<file path="src/rtl/trap_peak_capture.sv">
`default_nettype none
// ============================================================================
// Module      : trap_peak_capture
// Description : Pulse peak/width capture behind the trapezoidal shaper.
//               A sample at or above THRESHOLD (signed) opens a pulse. The
//               maximum sample and the above-threshold width are tracked
//               until the signal drops below threshold. The completed
//               record goes into a single-entry valid/ready output register.
//               A HOLDOFF-cycle dead time follows every completed pulse.
//               Records that find the output register full are counted as
//               lost (saturating).
// Ports       : clk          - clock, rising edge
//               reset        - synchronous, active-low
//               in_data_i    - signed shaper sample, valid every cycle
//               evt_ready_i  - consumer accepts the record
//               evt_valid_o  - record present
//               evt_amp_o    - signed peak sample of the pulse
//               evt_width_o  - above-threshold sample count (saturating)
//               evt_pileup_o - width reached MAX_WIDTH
//               lost_cnt_o   - records dropped on a full register (saturating)
//               busy_o       - pulse in progress or in dead time
// Revision    : 1.0 - initial release
// ============================================================================
module trap_peak_capture #(
  parameter int DATA_W    = 16,
  parameter int THRESHOLD = 100,
  parameter int MAX_WIDTH = 64,
  parameter int WIDTH_W   = 8,
  parameter int HOLDOFF   = 16
) (
  input  logic                     clk,
  input  logic                     reset,
  input  logic signed [DATA_W-1:0] in_data_i,
  input  logic                     evt_ready_i,
  output logic                     evt_valid_o,
  output logic signed [DATA_W-1:0] evt_amp_o,
  output logic [WIDTH_W-1:0]       evt_width_o,
  output logic                     evt_pileup_o,
  output logic [15:0]              lost_cnt_o,
  output logic                     busy_o
);

  localparam int HOLD_W = (HOLDOFF > 1) ? $clog2(HOLDOFF + 1) : 1;

  localparam logic signed [DATA_W-1:0] c_THRESHOLD = DATA_W'(THRESHOLD);
  localparam logic [WIDTH_W:0]         c_MAX_WIDTH = (WIDTH_W + 1)'(MAX_WIDTH);
  localparam logic [WIDTH_W:0]         c_ONE_WIDE  = (WIDTH_W + 1)'(1);
  localparam logic [HOLD_W-1:0]        c_HOLDOFF   = HOLD_W'(HOLDOFF);
  localparam logic [HOLD_W-1:0]        c_HOLD_ONE  = HOLD_W'(1);

  typedef enum logic [1:0] {
    S_IDLE  = 2'd0,
    S_ARMED = 2'd1,
    S_HOLD  = 2'd2
  } state_t;

  state_t                   state_q, state_d;
  logic signed [DATA_W-1:0] max_q, max_d;
  logic [WIDTH_W-1:0]       width_q, width_d;
  logic                     pile_q, pile_d;
  logic [HOLD_W-1:0]        hold_q, hold_d;

  logic                     evt_valid_q;
  logic signed [DATA_W-1:0] evt_amp_q;
  logic [WIDTH_W-1:0]       evt_width_q;
  logic                     evt_pileup_q;
  logic [15:0]              lost_q;
  logic                     busy_q;

  logic                     w_above;
  logic                     w_complete;
  logic                     w_load;
  logic                     w_drop;
  logic [WIDTH_W:0]         w_width_inc;

  // Both operands are signed, so negative undershoot never triggers.
  assign w_above     = (in_data_i >= c_THRESHOLD);
  assign w_width_inc = {1'b0, width_q} + c_ONE_WIDE;

  always_comb begin
    state_d    = state_q;
    max_d      = max_q;
    width_d    = width_q;
    pile_d     = pile_q;
    hold_d     = hold_q;
    w_complete = 1'b0;
    case (state_q)
      S_IDLE: begin
        if (w_above) begin
          state_d = S_ARMED;
          max_d   = in_data_i;
          width_d = WIDTH_W'(1);
          pile_d  = (c_MAX_WIDTH <= c_ONE_WIDE);
        end
      end
      S_ARMED: begin
        if (w_above) begin
          if (in_data_i > max_q) begin
            max_d = in_data_i;
          end
          // Width sticks at MAX_WIDTH; pile-up latches once it gets there.
          if (w_width_inc >= c_MAX_WIDTH) begin
            width_d = c_MAX_WIDTH[WIDTH_W-1:0];
            pile_d  = 1'b1;
          end else begin
            width_d = w_width_inc[WIDTH_W-1:0];
          end
        end else begin
          w_complete = 1'b1;
          if (HOLDOFF == 0) begin
            state_d = S_IDLE;
          end else begin
            state_d = S_HOLD;
            hold_d  = c_HOLDOFF;
          end
        end
      end
      S_HOLD: begin
        // Samples are ignored here; leaving on count 1 gives exactly
        // HOLDOFF cycles of dead time.
        if (hold_q <= c_HOLD_ONE) begin
          state_d = S_IDLE;
          hold_d  = '0;
        end else begin
          hold_d = hold_q - c_HOLD_ONE;
        end
      end
      default: state_d = S_IDLE;
    endcase
  end

  // A completed record loads if the register is empty or drains this edge.
  assign w_load = w_complete && (!evt_valid_q || evt_ready_i);
  assign w_drop = w_complete && evt_valid_q && !evt_ready_i;

  always_ff @(posedge clk) begin
    if (!reset) begin
      state_q      <= S_IDLE;
      max_q        <= '0;
      width_q      <= '0;
      pile_q       <= 1'b0;
      hold_q       <= '0;
      evt_valid_q  <= 1'b0;
      evt_amp_q    <= '0;
      evt_width_q  <= '0;
      evt_pileup_q <= 1'b0;
      lost_q       <= '0;
      busy_q       <= 1'b0;
    end else begin
      state_q <= state_d;
      max_q   <= max_d;
      width_q <= width_d;
      pile_q  <= pile_d;
      hold_q  <= hold_d;
      busy_q  <= (state_d != S_IDLE);
      if (w_load) begin
        evt_valid_q  <= 1'b1;
        evt_amp_q    <= max_q;
        evt_width_q  <= width_q;
        evt_pileup_q <= pile_q;
      end else if (evt_valid_q && evt_ready_i) begin
        evt_valid_q <= 1'b0;
      end
      if (w_drop && (lost_q != 16'hFFFF)) begin
        lost_q <= lost_q + 16'd1;
      end
    end
  end

  assign evt_valid_o  = evt_valid_q;
  assign evt_amp_o    = evt_amp_q;
  assign evt_width_o  = evt_width_q;
  assign evt_pileup_o = evt_pileup_q;
  assign lost_cnt_o   = lost_q;
  assign busy_o       = busy_q;

endmodule
`default_nettype wire
</file>
<file path="config.mk">
export PLATFORM = sky130hd
export DESIGN_NAME = trap_peak_capture
export DESIGN_NICKNAME = d
export VERILOG_FILES = /design/src/rtl/trap_peak_capture.sv
export SDC_FILE = /design/constraint.sdc
export NUM_CORES = 1
export LEC_CHECK = 0
export BUFFER_PORTS_ARGS = -buffer_cell sky130_fd_sc_hd__buf_2
export CAP_MARGIN = 10
export CORE_MARGIN = 10
export CORE_UTILIZATION = 40
export DETAILED_ROUTE_END_ITERATION = 12
export PLACE_DENSITY_LB_ADDON = 0.08
export SYNTH_ARGS = -nofsm -noshare
export SYNTH_HDL_FRONTEND = slang
export SYNTH_SLANG_ARGS = --single-unit
export TNS_END_PERCENT = 100
</file>
<file path="constraint.sdc">
create_clock -name clk -period 5.86 [get_ports clk]
set_input_delay 1.172 -clock clk [delete_from_list [all_inputs] [get_ports clk]]
set_output_delay 1.172 -clock clk [all_outputs]
set_load 0.005 [all_outputs]
</file>
==> impl_metrics.toml, run 1 <==
[run_status]
outcome = "finished, final reports clean"

[synthesis]
seq_area_frac_synth_pct = 42.11
synth_nets = 473
synthFlopType = "dfxtp_1"
async_flop_share_pct = 0
syn_area_per_cell_sq_um = 8.235
synth_edf_count = 0
synthCells = 433
ys_types = 45
synth_top_area_share_pct = 42.11
syn_area_sq_mm = 0.003566
yosysWarnings = 0
synth_top_area_cell = "dfxtp_1"
synth_most_common_cell = "nand2_1"
ys_ff_latch = 75
synthTopCellsByCount = "94 x nand2_1, 75 x dfxtp_1, 42 x a21oi_1"
yosys-top-cells-area = "dfxtp_1 42%, nand2_1 9.9%, ha_1 7.4%, a21oi_1 5.9%, mux2i_1 4.5%"

[route]
drtIter0Drc = 128
post_drt_via_cell_ratio = 5.040
via_count = 3029
wl_per_cell_microns = 13.90
ant_nets = 0
drt_wl_total_microns = 8353
drc = 0
first_pass_iters = 4

[sta]
relSlewSlack_pct = 28.28
rsz0062_at_grt = "false"
finalSetupViolCount = 0
max_freq_mhz = 309.7
fin_tns_setup_ps = 0
tightest_slew_ps = 1072
drv_slew = 0
post-route-period-util_pct = 55.10
finClkSkew_ps = 9.140
finalCriticalPeriod_ps = 3229
hold_viol_final = 0

[cts]
htree_levels = 3
cts_buffer_depth = 2
clock_latency_ps = 350
postCtsHoldBufs = 0
post_cts_buffers = 0
cts-resized-gates = 0
cts_buffers = 9
path_clk_slew_ps = 70
tritoncts = "done"
cts_root_buf = "clkbuf_8"
cts.sinks = 75

[critical_path]
cp_max_fo = 16
crit_chain = "buf_2, ha_1, nand4_1, a2111oi_2, nor3_1, a211oi_4, mux2i_1"
path_buf_inv = 1
cp.arrival_ps = 3500
criticalPathCategory = "primary input to register"
end_kind = "register"
required_ps = 6130
crit_path_max_incr_delay_ps = 910
crit_path_start_kind = "primary input"
critPathSlowestCell = "a211oi_4"
cp_top_family = "compound AO/OA/AOI/OAI gates"

[layout]
drive_above_1_share_pct = 17.44
finish.net_count = 528
postLayoutCellArea_sq_mm = 0.004158
multi_input_area_sq_mm = 0.001907
fill_cells = 881
area_delta_synth_final_pct = 16.60
diodes = 0
fin_cells = 601
seq_area_sq_mm = 0.001501

[die]
core_area_sq_mm = 0.008721
initial_core_util_pct = 40.89
dieArea_sq_mm = 0.01309
fp.dieW_microns = 114.4
ioPinCount = 62
die_y_microns = 114.4
core.rowCount = 34

[placement]
portBuffers = 61
place_inst = 585
gp_congestion = 0.7927
dpl.hpwl_microns = 5924
place_area_sq_mm = 0.003931

[global_route]
grt_pass1_wl_microns = 14390
antenna_found_initial = 0
grt_overflow = 0
grt_usage_pct = 13.28
grt_max_degree = 55
grt_pass1_vias = 3025

[worst_hold_path]
min_path_type = "register to register"

[power_and_ir_drop]
leakage_nw = 1.743
total_power_w = 0.001073
irDropWorstVdd_mv = 0.09948
p_per_area_mw_per_mm2 = 258.1

[run]
maxCapViolations = 0
cell type report:
cell class                      count  share of cell area (%)
Clock buffer                       11                   3.401
Inverter                           20                   1.806
Clock inverter                      5                   2.046
Timing Repair Buffer               62                   7.523
Sequential cell                    75                   36.11
Multi-Input combinational cell    320                   45.86
Tap cell                          108                   3.250
final timing paths:
check | startpoint | to | slack [ps] | cells past startpoint
max | in_data_i[7] | max_q[13]$_SDFFE_PN0P_ | 2630 | 7
min | evt_width_o[4]$_SDFFE_PN0P_ | evt_width_o[4]$_SDFFE_PN0P_ | 450 | 2
max reg2reg | max_q[7]$_SDFFE_PN0P_ | max_q[13]$_SDFFE_PN0P_ | 3150 | 7
min reg2reg | evt_width_o[4]$_SDFFE_PN0P_ | evt_width_o[4]$_SDFFE_PN0P_ | 450 | 2
registers in the layout, indices dropped and copies added (netlist names):
name / count
state_q: 2
busy_o: 1
evt_width_o: 8
evt_amp_o: 16
lost_cnt_o: 16
evt_valid_o: 1
pile_q: 1
evt_pileup_o: 1
width_q: 8
hold_q: 5
max_q: 16
cell families (layout without fill, tap and decap cells):
family / after synthesis / in the layout / synth area share [%]
AO/OA/AOI/OAI: 75 / 75 / 13.40
flip-flops: 75 / 75 / 42.11
adder cells (fa/ha/maj): 21 / 21 / 7.368
AND/OR/NAND/NOR: 195 / 195 / 25.02
XOR/XNOR: 13 / 13 / 3.193
multiplexers: 16 / 16 / 4.491
buffers and inverters: 38 / 98 / 4.421
worst min-delay path, stage by stage (launching register included):
cell and delay (ps):
dfxtp_1 310, nand2_1 50, a21oi_1 50
per-layer routing:
| metal | wire, microns | share of wire [%] | global-route usage, % | up-vias |
|---|---|---|---|---|
| met2 | 3688 | 44 | 21.40 | 52 |
| met1 | 4067 | 49 | 16.18 | 1382 |
| li1 | - | - | - | 1589 |
| met4 | 96 | 1.1 | 5.180 | 0 |
| met5 | 0 | 0 | 0 | - |
| met3 | 500 | 6.0 | 3.983 | 6 |
cell usage in the layout, fill, tap and decap left out, types with 2 or more instances in the layout:
cell / n
nor2b_1: 4
and2_1: 4
nand3_1: 15
xor2_1: 12
nor3_1: 8
o211ai_1: 2
nand2_1: 94
nand4b_1: 3
nor2_1: 34
a21o_1: 5
o21ai_0: 7
o21a_1: 3
inv_1: 19
or3_1: 2
a211oi_1: 3
nor4_1: 5
a21oi_1: 42
dfxtp_1: 75
clkbuf_8: 10
nand4_1: 9
and3_1: 8
o21ai_1: 2
bufinv_16: 2
buf_2: 61
ha_1: 21
mux2i_1: 16
nand2b_1: 4
stage by stage:
step / util [%] / hold slack [ps] / setup slack (ps)
floorplan: - / 431.6 / 2847
global placement: 45.08 / 440.8 / 2266
detailed placement: 45.08 / 444.0 / 2226
CTS: 47.68 / 456.1 / 2596
global route: 47.68 / 477.5 / 2388
finish: 47.68 / 451.5 / 2631
where the power goes:
group	internal (W)	switching, W	total, W
Combinational	0.0000354	0.0000586	0.0000940
Sequential	0.000522	0.0000105	0.000532
Clock	0.000254	0.000193	0.000447
Note: power is estimated with default switching activity, not from simulation.
==> run 2: changes to the inputs <==
Clock period 5.86 ns to 2.7 ns, I/O delays scaled along.
==> impl_metrics.toml, run 2 (same netlist as run 1, synthesis figures left out) <==
[run_status]
outcome = "finished, final reports clean"

[sta]
whs_ps = 448.9
hold_viol_final = 0
finClkSkew_ps = 6.159
rsz0062_at_grt = "false"
fin_tns_setup_ps = 0
relSlewSlack_pct = 61.65
max_freq_mhz = 447.0
finalCriticalPeriod_ps = 2237
post-route-period-util_pct = 82.85
drv_slew = 0
tightest_slew_ps = 570.9
finalSetupViolCount = 0

[power_and_ir_drop]
total_power_w = 0.002412
leakage_nw = 1.814
irDropWorstVdd_mv = 0.1998
p_per_area_mw_per_mm2 = 564.7

[critical_path]
path_buf_inv = 2
crit_path_start_kind = "register"
crit_path_max_incr_delay_ps = 360
cp_top_family = "compound AO/OA/AOI/OAI gates"
end_kind = "register"
required_ps = 2980
cp_max_fo = 4
criticalPathCategory = "register to register"
crit_chain = "inv_1, ha_1, nor2b_2, o211ai_2, a2111oi_2, o31a_1, a211oi_4, buf_4, mux2i_1"
critPathSlowestCell = "dfxtp_1"
cp.arrival_ps = 2510

[cts]
post_cts_buffers = 0
postCtsHoldBufs = 0
path_clk_slew_ps = 80
clock_latency_ps = 350
cts-resized-gates = 0
cts_buffers = 9
cts_buffer_depth = 2
cts_root_buf = "clkbuf_8"
htree_levels = 3
tritoncts = "done"
cts.sinks = 75

[route]
via_count = 3190
drc = 0
wl_per_cell_microns = 14.18
first_pass_iters = 4
drt_wl_total_microns = 8694
drtIter0Drc = 109
ant_nets = 0
post_drt_via_cell_ratio = 5.204

[global_route]
antenna_found_initial = 0
grt_overflow = 0
grt_max_degree = 38
grt_pass1_vias = 3217
grt_usage_pct = 13.76
grt_pass1_wl_microns = 15040

[layout]
drive_above_1_share_pct = 19.41
layout_common_cells = "94 x nand2_1, 75 x dfxtp_1, 61 x buf_2"
area_delta_synth_final_pct = 19.79
fin_cells = 613
fill_cells = 900
diodes = 0
final_common_cell = "nand2_1"
finish.net_count = 541

[die]
ioPinCount = 62
core_area_sq_mm = 0.008721
fp.dieW_microns = 114.4
initial_core_util_pct = 40.89
core.rowCount = 34
dieArea_sq_mm = 0.01309
die_y_microns = 114.4

[worst_hold_path]
min_path_type = "primary input to register"

[placement]
portBuffers = 61
dpl.hpwl_microns = 6438
place_inst = 598
gp_congestion = 0.8221

[run]
maxCapViolations = 0
==> run 2: cell count changes in the layout (fill, tap and decap cells not counted), sizes merged <==
cell	before	now
bufinv	2	3
buf	62	75
clkbuf	11	10
inv	21	20
==> run 2: layout make-up <==
type | count | area [sq um] | area share [%]
inverters | 20 | 75.07 | 1.757
multi-input cells | 320 | 1907 | 44.64
repair buffers | 75 | 422.9 | 9.900
clock buffers | 10 | 127.6 | 2.988
clock inverters | 5 | 102.6 | 2.402
flip-flops and latches | 75 | 1501 | 35.15
well taps | 108 | 135.1 | 3.163
==> run 2: metrics by stage <==
step / setup WS (ps) / area [sq um] / utilization (%)
finish: 463.1 / 4272 / 48.98
global route: 279.8 / 4272 / 48.98
floorplan: 319.4 / 3566 / -
detailed placement: 197.2 / 4041 / 46.34
CTS: 460.2 / 4272 / 48.98
global placement: 253.2 / 4041 / 46.34
==> run 2: path summary, 6_finish.rpt <==
| check | from | to | slack [ps] | cells past startpoint |
|---|---|---|---|---|
| worst min-delay path | in_data_i[0] | max_q[0]$_SDFFE_PN0P_ | 450 | 3 |
| worst max-delay path | max_q[1]$_SDFFE_PN0P_ | max_q[2]$_SDFFE_PN0P_ | 460 | 9 |
| worst min register to register | evt_width_o[3]$_SDFFE_PN0P_ | evt_width_o[3]$_SDFFE_PN0P_ | 450 | 2 |
| worst max register to register | max_q[1]$_SDFFE_PN0P_ | max_q[2]$_SDFFE_PN0P_ | 460 | 9 |
==> run 2: routing by layer <==
metal / global-route usage [%] / vias to the layer above / wire length [microns] / share of wire [%]
li1: - / 1620 / - / -
met4: 5.681 / 0 / 155 / 1.8
met1: 17.21 / 1486 / 4161 / 48
met2: 21.74 / 68 / 3857 / 44
met3: 3.774 / 16 / 520 / 6.0
met5: 0 / - / 0 / 0
==> run 2: tightest hold or removal path: stages <==
cell and delay (ps):
buf_2 100, nand2_1 50, mux2i_1 60
==> run 2: power by group <==
part	internal [W]	switching [W]
combinational	0.0000914	0.000133
clock	0.000608	0.000425
sequential	0.00113	0.0000232
==> run 3: changes to the inputs <==
Clock period 2.7 ns to 1.89 ns, I/O delays scaled along.
==> impl_metrics.toml, run 3 (same netlist as run 1, synthesis figures left out) <==
[run_status]
outcome = "finished, violations left"
violations = "negative setup slack"

[cts]
path_clk_slew_ps = 90
postCtsHoldBufs = 0
cts_buffers = 9
cts_root_buf = "clkbuf_8"
tritoncts = "done"
cts_buffer_depth = 2
htree_levels = 3
cts.sinks = 75
clock_latency_ps = 350

[route]
first_pass_iters = 4
post_drt_via_cell_ratio = 5.068
ant_nets = 0
drt_wl_total_microns = 9326
via_count = 3350
drtIter0Drc = 155
wl_per_cell_microns = 14.11
drc = 0

[critical_path]
cp.arrival_ps = 2430
crit_path_start_kind = "register"
cp_max_fo = 7
rr_worst_depth = 9
required_ps = 2160
criticalPathCategory = "register to register"
end_kind = "register"

[sta]
finalCriticalPeriod_ps = 2164
hold_viol_final = 0
tightest_slew_ps = 513.3
setup_ws_ps = -274.4
max_freq_mhz = 462.0
relSlewSlack_pct = 65.33
drv_slew = 0
finClkSkew_ps = 12.06
post-route-period-util_pct = 114.5
finalSetupViolCount = 16
rsz0062_at_grt = "true"

[worst_hold_path]
min_path_type = "primary input to register"
hold_depth = 3

[layout]
final_common_cell = "nand2_1"
drive_above_1_share_pct = 34.18
finish.net_count = 588
area_delta_synth_final_pct = 37.47
diodes = 0
fill_cells = 849
postLayoutCellArea_sq_mm = 0.004902
layout_common_cells = "94 x nand2_1, 64 x dfxtp_1, 61 x buf_2"

[die]
core_area_sq_mm = 0.008721
die_y_microns = 114.4
core.rowCount = 34
fp.dieW_microns = 114.4
ioPinCount = 62
initial_core_util_pct = 40.89
dieArea_sq_mm = 0.01309

[placement]
dpl.hpwl_microns = 6988
place_area_sq_mm = 0.004533
post-place-ws_ps = -407.9
portBuffers = 61
gp_congestion = 0.8015

[global_route]
grt_max_degree = 38
grt_usage_pct = 14.24
antenna_found_initial = 0
grt_pass1_vias = 3242
grt_overflow = 0
grt_pass1_wl_microns = 15310

[power_and_ir_drop]
irDropWorstVdd_mv = 0.2717
leakage_nw = 2.081
p_per_area_mw_per_mm2 = 713.7

[run]
maxCapViolations = 0
## run 3: stage by stage
| stage | power [W] | setup TNS, ps | util [%] | std cells | hold WS, ps |
|---|---|---|---|---|---|
| global placement | 0.002119 | -17410 | 51.98 | 638 | 441.8 |
| finish | 0.003499 | -3803 | 56.21 | 661 | 265.2 |
| CTS | 0.003513 | -2761 | 54.72 | 654 | 255.4 |
| floorplan | 0.001926 | -2926 | - | 433 | 431.6 |
| detailed placement | 0.002130 | -20830 | 51.98 | 638 | 444.1 |
| global route | 0.003662 | -5941 | 56.21 | 661 | 269.5 |
## run 3: area by class of cell
class / instances / area [sq um] / share of cell area, %
inverter: 20 / 75.07 / 1.531
sequential: 75 / 1515 / 30.91
clock inverter: 6 / 90.09 / 1.838
tap: 108 / 135.1 / 2.757
clock buffer: 10 / 127.6 / 2.603
multi-input combinational: 320 / 2163 / 44.13
timing repair buffer: 122 / 795.8 / 16.23
## run 3: per-layer routing
metal  GRT usage (%)  up-vias  wire length, microns
met2           23.10       75                  4386
met5               0        -                     0
met4           5.096        0                   182
li1                -     1712                     -
met3           4.507       13                   513
met1           17.24     1550                  4243
## run 3: where the power goes
group	internal [W]	switching (W)	total, W
sequential	0.00162	0.0000216	0.00164
clock	0.000746	0.000628	0.00137
combinational	0.000227	0.000256	0.000483
total	0.00259	0.000906	0.00350
## run 3: final timing paths
kind / start / to / slack [ps]
worst max register to register: max_q[15]$_SDFFE_PN0P_ / max_q[13]$_SDFFE_PN0P_ / -270
worst min register to register: evt_width_o[5]$_SDFFE_PN0P_ / evt_width_o[5]$_SDFFE_PN0P_ / 450
worst min-delay path: in_data_i[0] / max_q[0]$_SDFFE_PN0P_ / 270
worst max-delay path: max_q[15]$_SDFFE_PN0P_ / max_q[13]$_SDFFE_PN0P_ / -270
## run 3: worst max-delay path, stage by stage (launching register included)
cell and delay (ps):
dfxtp_2 340, inv_2 50, ha_4 260, nand4_1 150, buf_4 190, a2111oi_4 310
nor3_2 100, a211oi_4 310, buf_6 190, mux2i_1 190
## run 3: repair_timing
action	CTS	global route
setup endpoints to repair	19	30
pin swaps	2	9
setup buffers	0	7
resized for setup	12	14
